**config.mk**
```make
export PLATFORM = sky130hd
export DESIGN_NAME = alu_share_arbiter
export DESIGN_NICKNAME = d
export VERILOG_FILES = /design/src/rtl/alu_share_arbiter.sv
export SDC_FILE = /design/constraint.sdc
export NUM_CORES = 1
export LEC_CHECK = 0
export CORE_MARGIN = 1.5
export CORE_UTILIZATION = 50
export CTS_BUF_LIST = sky130_fd_sc_hd__clkbuf_8
export CTS_CLUSTER_SIZE = 16
export DETAILED_ROUTE_END_ITERATION = 8
export PLACE_DENSITY = 0.81
export SETUP_SLACK_MARGIN = 0.3
export SLEW_MARGIN = 20
export SYNTH_ARGS = -nofsm -noshare
export SYNTH_HDL_FRONTEND = slang
export SYNTH_SLANG_ARGS = --single-unit
export TNS_END_PERCENT = 100
```
**constraint.sdc**
```tcl
create_clock -name clk -period 4.07 [get_ports clk]
set_input_delay 0.407 -clock clk [delete_from_list [all_inputs] [get_ports clk]]
set_output_delay 0.407 -clock clk [all_outputs]
set_load 0.03 [all_outputs]
```
**src/rtl/alu_share_arbiter.sv**
```systemverilog
// alu_share_arbiter: one MIPS ALU shared round-robin by requesters A and B.
// Define ALU_SHARE_ZERO_FLAG_EN to add the registered resp_zero output.
module alu_share_arbiter #(
    parameter int WIDTH = 32,
    parameter int TAG_W = 4
) (
    input  logic             clk,
    input  logic             reset,
    input  logic             a_req_valid,
    output logic             a_req_ready,
    input  logic [2:0]       a_op,
    input  logic [WIDTH-1:0] a_src1,
    input  logic [WIDTH-1:0] a_src2,
    input  logic [TAG_W-1:0] a_tag,
    input  logic             b_req_valid,
    output logic             b_req_ready,
    input  logic [2:0]       b_op,
    input  logic [WIDTH-1:0] b_src1,
    input  logic [WIDTH-1:0] b_src2,
    input  logic [TAG_W-1:0] b_tag,
    output logic             resp_valid,
    input  logic             resp_ready,
    output logic             resp_owner,
    output logic [WIDTH-1:0] resp_result,
    output logic [TAG_W-1:0] resp_tag
`ifdef ALU_SHARE_ZERO_FLAG_EN
    ,
    output logic             resp_zero
`endif
);

    typedef enum logic [1:0] {
        IDLE,
        EXEC,
        RESP
    } state_t;

    state_t             state;
    state_t             state_next;
    logic               last_grant;
    logic [2:0]         op_q;
    logic [WIDTH-1:0]   src1_q;
    logic [WIDTH-1:0]   src2_q;
    logic [TAG_W-1:0]   tag_q;
    logic               owner_q;
    logic               grant_a;
    logic               grant_b;
    logic               lt;
    logic [WIDTH-1:0]   alu_out;

    // A wins when alone or when B was served last; B takes what A does not.
    assign grant_a = a_req_valid && (!b_req_valid || last_grant);
    assign grant_b = b_req_valid && !grant_a;

    assign lt = $signed(src1_q) < $signed(src2_q);

    // Shared ALU datapath on the latched request.
    always_comb begin
        alu_out = '0;
        case (op_q)
            3'b000:  alu_out = src1_q & src2_q;
            3'b001:  alu_out = src1_q | src2_q;
            3'b010:  alu_out = src1_q + src2_q;
            3'b110:  alu_out = src1_q - src2_q;
            3'b111:  alu_out = {{(WIDTH-1){1'b0}}, lt};
            default: alu_out = '0;
        endcase
    end

    // State register.
    always_ff @(posedge clk) begin
        if (reset) begin
            state <= IDLE;
        end else begin
            state <= state_next;
        end
    end

    // Next state and request readies; readies only exist in IDLE.
    always_comb begin
        state_next  = state;
        a_req_ready = 1'b0;
        b_req_ready = 1'b0;
        unique case (state)
            IDLE: begin
                if (!reset) begin
                    a_req_ready = grant_a;
                    b_req_ready = grant_b;
                end
                if (a_req_ready || b_req_ready) begin
                    state_next = EXEC;
                end
            end
            EXEC: begin
                state_next = RESP;
            end
            RESP: begin
                if (resp_ready) begin
                    state_next = IDLE;
                end
            end
            default: begin
                state_next = IDLE;
            end
        endcase
    end

    // Request capture, round-robin history and response register.
    always_ff @(posedge clk) begin
        if (reset) begin
            last_grant  <= 1'b1;
            op_q        <= '0;
            src1_q      <= '0;
            src2_q      <= '0;
            tag_q       <= '0;
            owner_q     <= 1'b0;
            resp_valid  <= 1'b0;
            resp_owner  <= 1'b0;
            resp_result <= '0;
            resp_tag    <= '0;
`ifdef ALU_SHARE_ZERO_FLAG_EN
            resp_zero   <= 1'b0;
`endif
        end else begin
            unique case (1'b1)
                a_req_ready: begin
                    op_q       <= a_op;
                    src1_q     <= a_src1;
                    src2_q     <= a_src2;
                    tag_q      <= a_tag;
                    owner_q    <= 1'b0;
                    last_grant <= 1'b0;
                end
                b_req_ready: begin
                    op_q       <= b_op;
                    src1_q     <= b_src1;
                    src2_q     <= b_src2;
                    tag_q      <= b_tag;
                    owner_q    <= 1'b1;
                    last_grant <= 1'b1;
                end
                default: begin
                end
            endcase
            if (state == EXEC) begin
                resp_valid  <= 1'b1;
                resp_result <= alu_out;
                resp_tag    <= tag_q;
                resp_owner  <= owner_q;
`ifdef ALU_SHARE_ZERO_FLAG_EN
                resp_zero   <= (alu_out == '0);
`endif
            end else if (state == RESP && resp_ready) begin
                resp_valid <= 1'b0;
            end
        end
    end

endmodule

```
# --- Word-level counts from Yosys, hierarchy flattened ---
# Index checks and enable logic that the tools add are counted.
classes:
  add_sub_neg: 2
  multipliers: 0
  div: 0
  magnitude_cmp: 1
  eq_ne: 8
  n_shift: 0
  mux: 17
  bitwise: 2
  reduce_logical: 12
op_table:
  columns: ["operator", "count"]
  rows:
  - ["$pmux 32 s5", 1]
  - ["$pmux 32 s2", 2]
  - ["$add 32x32->32", 1]
  - ["$and 32x32->32", 1]
  - ["$lt 32x32->1", 1]
  - ["$or 32x32->32", 1]
  - ["$sub 32x32->32", 1]
  - ["$mux 1", 8]
  - ["$pmux 4 s2", 1]
  - ["$eq 3x3->1 const B", 2]
  - ["$pmux 2 s3", 1]
  - ["$pmux 3 s2", 1]
  - ["$mux 2", 2]
  - ["$ne 2x2->1 const B", 2]
  - ["$reduce_bool 2->1", 2]
  - ["$eq 3x1->1 const B", 1]
  - ["$eq 3x2->1 const B", 1]
  - ["$logic_and 1x1->1", 3]
  - ["$logic_not 3->1", 1]
  - ["$eq 2x1->1 const B", 1]
  - ["$eq 2x2->1 const B", 1]
  - ["$logic_not 1->1", 2]
  - ["$logic_not 2->1", 1]
  - ["$logic_or 1x1->1", 2]
  - ["other kinds (2)", 2]
totals:
  regBits: 113
  latch_bits: 0
  ram_bits: 0
  romBits: 0
  inputBits: 147
  mem_count: 0

# --- Longest topological paths before layout ---
# Gate-level depths: netlist of the first run.
logic_depth:
  word_depth: 10
  ltp_mapped: 13
  mapped_depth_nobuf: 13

# --- Least setup slack after synthesis of the first run ---
# OpenSTA, ideal clock, no wires.
synth_path:
  path_kind: "reg2reg"
  from: "register src1_q[1]"
  to: "register resp_result[27]"
  setup_ns: 0.095
  arrival_time_ns: 2.909
  slack_ns: 1.065
  stages_incl_launch_ff: 13
  n_path_buf: 0
  period_less_slack_ns: 3.005
  path_cell_list: "dfxtp_1 -> inv_1 -> ha_1 -> o21ba_2 -> or4_4 -> a211oi_2 -> a21oi_1 -> nor4bb_4 -> o311a_4 -> o31ai_4 -> xnor2_1 -> a221oi_2 -> a221oi_1"
synth_between:
  elab_chain_len: 2
  word_cells_on_any_way: 3
  cone_classes: "add/sub: 2; mux: 1"
synth_rtl:
  columns: ["element", "line", "source"]
  rows:
  - ["start, declared", "42", "logic [WIDTH-1:0] src1_q;"]
  - ["start signal, assigned", "128", "src1_q <= a_src1;"]
  - ["start signal, assigned", "136", "src1_q <= b_src1;"]
  - ["$sub 32x32->32 or $add 32x32->32 (tied branches)", "64, 63", null]
  - ["$pmux 32 s5 *", "60", "case (op_q)"]
  - ["end signal, assigned", "147", "resp_result <= alu_out;"]
  - ["end, declared", "24", "output logic [WIDTH-1:0] resp_result,"]
# Mark *: on every way between the ends. The rest lies on a longest branch, timed or not.
# A chain may end at the register's enable or synchronous reset.

# --- Final worst setup path of the first run ---
layout_path:
  from: "register src1_q[0]"
  to: "register resp_result[30]"
# Same word-level chain as after synthesis.

==> metrics.txt, run 1 <==
path depth of the worst reg2reg path 14; Synth Area per Inst 7.89 um^2; Post-synth EDFFs 0; Num CTS Buffers 17; worst setup path class reg -> reg; Ys Warns 0; Die ar. 17800 um^2; pwr dens 325 nW/um^2; worst path arrival time 3.82 ns; ys async rst share 0%; initial antenna violation count 0; # fillers 1452; Post-DP Area 10500 um^2; hpwl dp 20300 um; DRT Wirelength 27900 um; cell row count 47; RSZ-0062 raised after global routing false; post-synthesis sequential area ratio 26.6%; Yosys reg bits 113; Slew Viols, Final 0; status finished, final reports clean; Port Buffers 186; Setup WS pre-CTS 0.643 ns; CP Launch Type flip-flop; Slew @ Worst Pin 1.12 ns; Setup crit end kind flip-flop; max-cap violation count 0; fin util 65.3%; drt pass-1 iters 6; DRC 0; Fin. Hold Viols 0; H-tree lvl count 4; DRT antenna net count 0; n_diodes 0; worst setup path end resp_result[30]; clk sinks 113; TritonCTS clock tree yes; Clock Latency Late Sink 0.47 ns; global-route wire length before repair 44100 um; final instance area 10800 um^2; Slew headroom 25.2%; Cell Area, Synth 8520 um^2; Fin Hold WS 0.356 ns; RePlAce Congestion 0.985; setup ws final 0.591 ns; core footprint 16600 um^2; period utilization 85.5%; Post-Synthesis Cells 1080; worst vdd ir 0.217 mV; vias in the first global route 8564; GRT Total Usage 31.1%; Remaining Overflow, GRT 0; Starting DRT DRC Count 1369; clock-pin slew of the registers on the worst-case setup and hold paths 0.09 ns; Max clock buf depth 2; Final Critical Period 3.48 ns; largest net degree at the start of global routing 73; RR Startpoint src1_q[0]; Tightest Hold Check Type in -> reg; Avg Vias per Cell 6.24; share of layout cells above drive strength 1 5.29%; CP max FO 4; IO Count 187; r2r setup slk 0.59 ns; post-synth net total 1327; worst setup path start src1_q[0]; Net count, final 1462; Final setup viols 0; Area Growth Syn to Fin 27.2%; skew final 0.0164 ns; capturing point of the worst reg2reg path resp_result[30]; Max Freq 287 MHz; via count 9031; Critical Path RT 4.41 ns; Initial Util 51.4%; DIE WIDTH 134 um; setup repair bufs after CTS 0; Final TNS setup 0 ns; CTS Root Cell clkbuf_8; Pleak 4.11 nW; die height 134 um; post-synth cell types 69; WL/cell 19.3 um; Synth Flop Type dfxtp_1
[Yosys cell counts, types with 7 or more instances]
master,count,area share (%)
a21o_1,14,1.2
a21oi_1,96,5.6
a221oi_1,10,1.0
a222oi_1,70,8.2
a22o_1,7,0.72
a22oi_1,22,1.9
clkbuf_1,70,3.1
dfxtp_1,113,27
ha_1,98,14
inv_1,94,4.1
nand2_1,66,2.9
nand3_1,13,0.76
nor2_1,134,5.9
nor2b_1,12,0.88
nor3_1,24,1.4
o211ai_1,7,0.62
o21ai_0,49,2.9
o21bai_1,12,1.1
o221ai_1,9,0.93
o31ai_1,12,1.1
xnor2_1,25,2.6
xor2_1,8,0.82
[state kept, by name, summed over array words and instances (netlist names)]
| signal | cells |
|---|---|
| last_grant | 1 |
| op_q | 3 |
| owner_q | 1 |
| resp_owner | 1 |
| resp_result | 32 |
| resp_tag | 4 |
| resp_valid | 1 |
| src1_q | 32 |
| src2_q | 32 |
| state | 2 |
| tag_q | 4 |
[metal layers]
metal	wire length, um	GRT usage (%)
met5	0	0
met4	761	11.8
met1	12000	40.2
met2	13100	51.6
met3	2060	5.44
[placed cells by master, fill, tap and decap left out, types with 4 or more instances in the layout]
master | Yosys | layout
o211ai_1 | 7 | 7
clkbuf_8 | 0 | 17
nor2b_1 | 12 | 12
xor2_1 | 8 | 8
nor2_1 | 134 | 134
inv_1 | 94 | 94
a211oi_1 | 6 | 6
inv_6 | 0 | 6
nor4_1 | 5 | 5
a22o_1 | 7 | 7
clkdlybuf4s50_1 | 0 | 185
a21o_1 | 14 | 14
xnor2_1 | 25 | 25
o21bai_1 | 12 | 12
nand3_1 | 13 | 13
a221oi_1 | 10 | 10
o21ai_0 | 49 | 49
nor3_1 | 24 | 23
a222oi_1 | 70 | 70
o22ai_1 | 5 | 5
and3_1 | 6 | 4
nand2b_1 | 6 | 5
clkinv_4 | 0 | 4
buf_4 | 0 | 14
o221ai_1 | 9 | 9
dfxtp_1 | 113 | 113
mux2i_1 | 4 | 4
a31oi_1 | 5 | 5
ha_1 | 98 | 98
o31ai_1 | 12 | 12
a221o_1 | 6 | 6
a21oi_1 | 96 | 96
nand2_1 | 66 | 66
a22oi_1 | 22 | 22
[worst min path at each step]
stage               slack (ns)  depth (start not counted)              to     start
floorplan                 0.43                          2     resp_tag[0]  tag_q[0]
global placement          0.44                          2      resp_owner   owner_q
detailed placement        0.44                          2      resp_owner   owner_q
CTS                       0.34                          2  resp_result[1]     reset
global route              0.35                          2  resp_result[1]     reset
finish                    0.36                          2  resp_result[1]     reset
[critical path, stage by stage (launching register included)]
cell and delay [ns]:
dfxtp_1 0.37, inv_1 0.08, ha_1 0.23, fa_1 0.41
o21bai_1 0.21, a211oi_1 0.14, a2111oi_1 0.52, buf_4 0.22
nand2_1 0.07, nand2_1 0.18, a311o_1 0.20, o311ai_1 0.16
xor2_1 0.18, a221oi_1 0.30, nor3_1 0.09
[through the flow]
| stage | power [mW] | std cells |
|---|---|---|
| finish | 3.52 | 1448 |
| global route | 3.69 | 1448 |
| detailed placement | 2.45 | 1416 |
| CTS | 3.51 | 1448 |
| floorplan | 2.04 | 1080 |
| global placement | 2.45 | 1416 |
[layout make-up]
| cell class | count | area, um^2 | area share [%] |
|---|---|---|---|
| flip-flops and latches | 113 | 2260 | 20.9 |
| clock inverters | 15 | 149 | 1.37 |
| well taps | 220 | 275 | 2.54 |
| repair buffers | 200 | 1980 | 18.2 |
| inverters | 94 | 353 | 3.26 |
| multi-input cells | 789 | 5580 | 51.5 |
| clock buffers | 17 | 234 | 2.16 |
[report_power, final]
| part | switching (mW) | leakage [nW] | internal [mW] |
|---|---|---|---|
| Clock | 0.564 | 0.190 | 0.498 |
| Combinational | 0.705 | 3.00 | 0.526 |
| Sequential | 0.0637 | 0.920 | 1.17 |
[kinds of logic after synthesis]
kind of cell,count (synthesis),share of synthesized area [%]
multiplexers,4,0.470
XOR/XNOR,33,3.39
AO/OA/AOI/OAI,363,31.1
AND/OR/NAND/NOR,289,15.4
buffers and inverters,178,8.14
flip-flops,113,26.6
adder cells (fa/ha/maj),100,14.9
[what timing repair did]
action	CTS	global route
hold endpoints to repair	0	0
gates resized for setup	0	1
hold buffers	0	0
endpoints found under the setup margin	0	1
Power figures use the tool's default switching activity.
==> inputs of run 2 (changes only) <==
- ABC_CLOCK_PERIOD_IN_PS: not set -> 4070
- CORE_UTILIZATION: 50 -> 53
- PLACE_DENSITY: 0.81 -> 0.85
==> metrics.txt, run 2 (same netlist as run 1, synthesis figures left out) <==
WP buf/inv 1; setup repair bufs after CTS 0; total power 3.56 mW; worst setup path end resp_result[25]; Final TNS setup 0 ns; hpwl dp 21100 um; most used cell, CP a21oi_1; largest registers resp_result (32), src1_q (32), src2_q (32); Pint 2.24 mW; drt pass-1 iters 9; max-cap violation count 0; H-tree lvl count 4; via count 8986; CTS Root Cell clkbuf_8; Slowest cell on crit path dfxtp_1; WL/cell 19.8 um; stages on the worst setup path 12; clk sinks 113; Setup crit end kind flip-flop; Post-DP Area 10500 um^2; Final setup viols 0; GRT Total Usage 34.1%; final instance area 10900 um^2; Initial Util 54.0%; r2r setup slk 0.62 ns; Area Growth Syn to Fin 27.4%; global-route wire length before repair 44900 um; share of layout cells above drive strength 1 5.61%; Port Buffers 186; RSZ-0062 raised after global routing false; Num CTS Buffers 17; worst setup path class reg -> reg; RePlAce Congestion 0.993; # fillers 1365; TritonCTS clock tree yes; Seq pwr share 34.7%; CP cell instances inv_1, ha_1, o21ba_2, or4_4, a211oi_2, o211ai_1, a21oi_1, o21ai_1, a21oi_1, xnor2_1, a221oi_1, nor3_1; skew final 0.0126 ns; RR Startpoint src2_q[1]; Final Critical Period 3.45 ns; DIE WIDTH 130 um; Starting DRT DRC Count 996; DRT antenna net count 0; Reg area 2260 um^2; DRC 0; IO Count 187; Switch Pwr 1.32 mW; initial antenna violation count 0; Comb pwr share 34.6%; die height 130 um; CP max FO 4; Remaining Overflow, GRT 0; Multi-input gate area 5590 um^2; largest net degree at the start of global routing 56; Slew @ Worst Pin 1.19 ns; CP top delay family compound AO/OA/AOI/OAI gates; period utilization 84.7%; pwr dens 328 nW/um^2; most frequent cells in the layout clkdlybuf4s50_1 (185), nor2_1 (133), dfxtp_1 (112); Slew Viols, Final 0; Max clock buf depth 2; Slew headroom 20.5%; cell row count 46; Critical Path RT 4.40 ns; status finished, final reports clean; commonest non-fill, non-tap cell in the layout clkdlybuf4s50_1; Clock Latency Late Sink 0.46 ns; worst vdd ir 0.225 mV; Die ar. 16800 um^2; Pleak 4.13 nW; Max Freq 290 MHz; worst path arrival time 3.78 ns; CP Launch Type flip-flop; core footprint 15800 um^2; vias in the first global route 8792; Avg Vias per Cell 6.21; Net count, final 1465; clock-pin slew of the registers on the worst-case setup and hold paths 0.08 ns; capturing point of the worst reg2reg path resp_result[25]; n_diodes 0; path depth of the worst reg2reg path 12; Sw Share 37.1%; clock power share 30.7%; Fin. Hold Viols 0; worst setup path start src2_q[1]; CP peak stage delay 0.45 ns; Tightest Hold Check Type reg -> reg; DRT Wirelength 28600 um
-- run 2: power by group through the flow --
stage          combinational, mW  clock (mW)  sequential, mW
4_1_cts                     1.21        1.10            1.23
2_1_floorplan              0.797           0            1.24
6_report                    1.23        1.09            1.24
3_5_place_dp                1.20           0            1.26
5_1_grt                     1.34        1.14            1.24
3_3_place_gp                1.19           0            1.26
-- run 2: routing by layer --
layer / global-route usage (%) / up-vias / wire length, um
li1: - / 4231 / -
met1: 43.1 / 4263 / 12000
met2: 56.6 / 432 / 13500
met3: 6.44 / 60 / 2210
met4: 15.2 / 0 / 890
met5: 0 / - / 0
-- run 2: worst reg2reg max path: cells and delay by family (launching register included) --
family                     cells  cell delay, ns
DFF                            1            0.45
xor gates and xnor gates       1            0.10
AOI/OAI and AO/OA              7            1.77
buffers and inverters          1            0.15
and+or+nand+nor                2            0.53
adders and majority gates      1            0.32
-- run 2: final cells by class --
class	count	area share, %
clock buffer	17	2.16
clock inverter	15	1.48
inverter	94	3.25
multi-input combinational	789	51.5
sequential	113	20.9
tap	216	2.49
timing repair buffer	203	18.3
-- run 2: worst min-delay path by stage --
| stage | startpoint | end | slack [ns] | cells after the start |
|---|---|---|---|---|
| detailed placement | tag_q[3] | resp_tag[3] | 0.44 | 2 |
| finish | resp_tag[3] | resp_tag[3] | 0.46 | 2 |
| global placement | owner_q | resp_owner | 0.44 | 2 |
| floorplan | tag_q[0] | resp_tag[0] | 0.43 | 2 |
| global route | tag_q[2] | resp_tag[2] | 0.48 | 2 |
| CTS | tag_q[3] | resp_tag[3] | 0.45 | 2 |
-- run 2: what timing repair did --
action                     4_1_cts  5_1_grt
hold buffers                     0        0
setup endpoints to repair        0        2
gates resized for setup          0        1
-- run 2: through the flow --
step	utilization (%)	worst slack, ns	hold WS, ns	cells
6_report	68.8	0.621	0.460	1447
5_1_grt	68.8	0.328	0.485	1447
4_1_cts	68.8	0.622	0.454	1447
3_5_place_dp	66.3	0.666	0.443	1415
3_3_place_gp	66.3	0.693	0.435	1415
2_1_floorplan	-	1.07	0.431	1080
==> inputs of run 3 (changes only) <==
- ABC_CLOCK_PERIOD_IN_PS: 4070 -> 2900
- CORE_UTILIZATION: 53 -> 48
- PLACE_DENSITY: 0.85 -> 0.81
- clock period: 4.07 -> 2.9 ns (I/O delays scaled with it)
==> metrics.txt, run 3 (same netlist as run 1, synthesis figures left out) <==
Initial Util 49.2%; failing checks DRC, setup timing; worst path arrival time 3.34 ns; Port Buffers 186; DRT Wirelength 32700 um; WL/cell 20.3 um; largest net degree at the start of global routing 73; Final Critical Period 3.03 ns; worst setup path start src1_q[1]; Setup crit end kind flip-flop; Setup WS pre-CTS -0.302 ns; fin util 74.2%; most frequent cells in the layout clkdlybuf4s50_1 (183), buf_4 (168), nor2_1 (129); IO Count 187; Max Freq 330 MHz; hpwl dp 22600 um; period utilization 104%; n_diodes 0; Slew @ Worst Pin 0.663 ns; die height 136 um; capturing point of the worst reg2reg path resp_result[27]; Starting DRT DRC Count 1261; commonest non-fill, non-tap cell in the layout clkdlybuf4s50_1; share of layout cells above drive strength 1 24.9%; GRT Total Usage 34.6%; CP Launch Type flip-flop; core footprint 17300 um^2; worst setup path end resp_result[27]; DIE WIDTH 136 um; Fin. Hold Viols 0; H-tree lvl count 4; drt pass-1 iters 9; DRC 2; Avg Vias per Cell 6.21; Net count, final 1620; Remaining Overflow, GRT 0; max-cap violation count 0; Final setup viols 12; RePlAce Congestion 0.963; path depth of the worst reg2reg path 12; via count 10000; Area Growth Syn to Fin 50.8%; hold depth 4; RSZ-0062 raised after global routing true; DRT antenna net count 0; vias in the first global route 9601; Slew Viols, Final 0; initial antenna violation count 0; Clock Latency Late Sink 0.46 ns; RR Startpoint src1_q[1]; Max clock buf depth 2; Critical Path RT 3.21 ns; hold-fix buffer count after cts 0; setup ws final -0.128 ns; CTS Root Cell clkbuf_8; TritonCTS clock tree yes; clk sinks 113; r2r setup slk -0.13 ns; clock-pin slew of the registers on the worst-case setup and hold paths 0.08 ns; status complete, but fails checks; Fin Hold WS 0.200 ns; global-route wire length before repair 50100 um; Die ar. 18600 um^2; worst vdd ir 0.372 mV; largest registers resp_result (32), src1_q (32), src2_q (32); Slew headroom 55.7%; Num CTS Buffers 17; cell row count 48; skew final 0.0123 ns; worst setup path class reg -> reg; Pleak 5.06 nW; Hold Crit Start reset; CP max FO 3; Tightest Hold Check Type in -> reg; pwr dens 450 nW/um^2
[run 3: changes by cell type in the layout (fill, tap and decap cells not counted), moves of 12 or more]
cell,before,now
buf_4,18,168
ha_1,98,79
a21oi_1,96,78
o21ai_0,49,33
a21oi_2,0,14
ha_4,0,14
dfxtp_1,112,100
[run 3: per-layer routing]
| layer | vias up | track usage, % | part of all wire (%) | wire length [um] |
|---|---|---|---|---|
| li1 | 4557 | - | - | - |
| met1 | 4762 | 43.6 | 41 | 13400 |
| met2 | 575 | 58.4 | 47 | 15500 |
| met3 | 107 | 6.41 | 8.6 | 2830 |
| met4 | 0 | 12.8 | 3.1 | 1020 |
| met5 | - | 0 | 0 | 0 |
[run 3: area by class of cell]
cell class | instances | area (um^2)
fillers | 1241 | 4460
clock inverters | 15 | 170
inverters | 94 | 363
well taps | 225 | 282
clock buffers | 17 | 234
repair buffers | 358 | 3190
multi-input cells | 789 | 6310
flip-flops and latches | 113 | 2290
[run 3: critical path, stage by stage (launching register included)]
cell and delay [ns]:
dfxtp_4 0.38, inv_4 0.04, ha_4 0.24, o21ba_4 0.22, or4_4 0.45, a211oi_4 0.27
a21oi_1 0.10, nor4bb_4 0.18, o311a_4 0.35, o31ai_4 0.19, xnor2_1 0.12, a221oi_2 0.23
a221oi_1 0.10
[run 3: worst min-delay path by stage]
stage / end
global placement: resp_tag[2]
global route: state[0]
finish: state[0]
floorplan: resp_tag[0]
CTS: state[0]
detailed placement: resp_owner
[run 3: power breakdown]
part	internal, mW	switching, mW	leakage, nW
logic	1.17	1.31	3.94
registers	1.64	0.0779	0.927
clock network	0.841	0.750	0.199
total	3.65	2.14	5.06
[run 3: per-stage QoR]
step                area (um^2)  instances  total power, mW  setup TNS [ns]
floorplan                  8690       1080             2.93               0
global placement          11600       1559             3.75          -0.776
detailed placement        11600       1559             3.77           -1.84
CTS                       12500       1605             5.52          -0.358
global route              12800       1611             6.02           -2.30
finish                    12800       1611             5.78          -0.936
[run 3: repair_timing]
item	CTS	global route
pin swaps	51	50
setup endpoints to repair	25	28
gates resized for setup	75	66
setup buffers	14	6
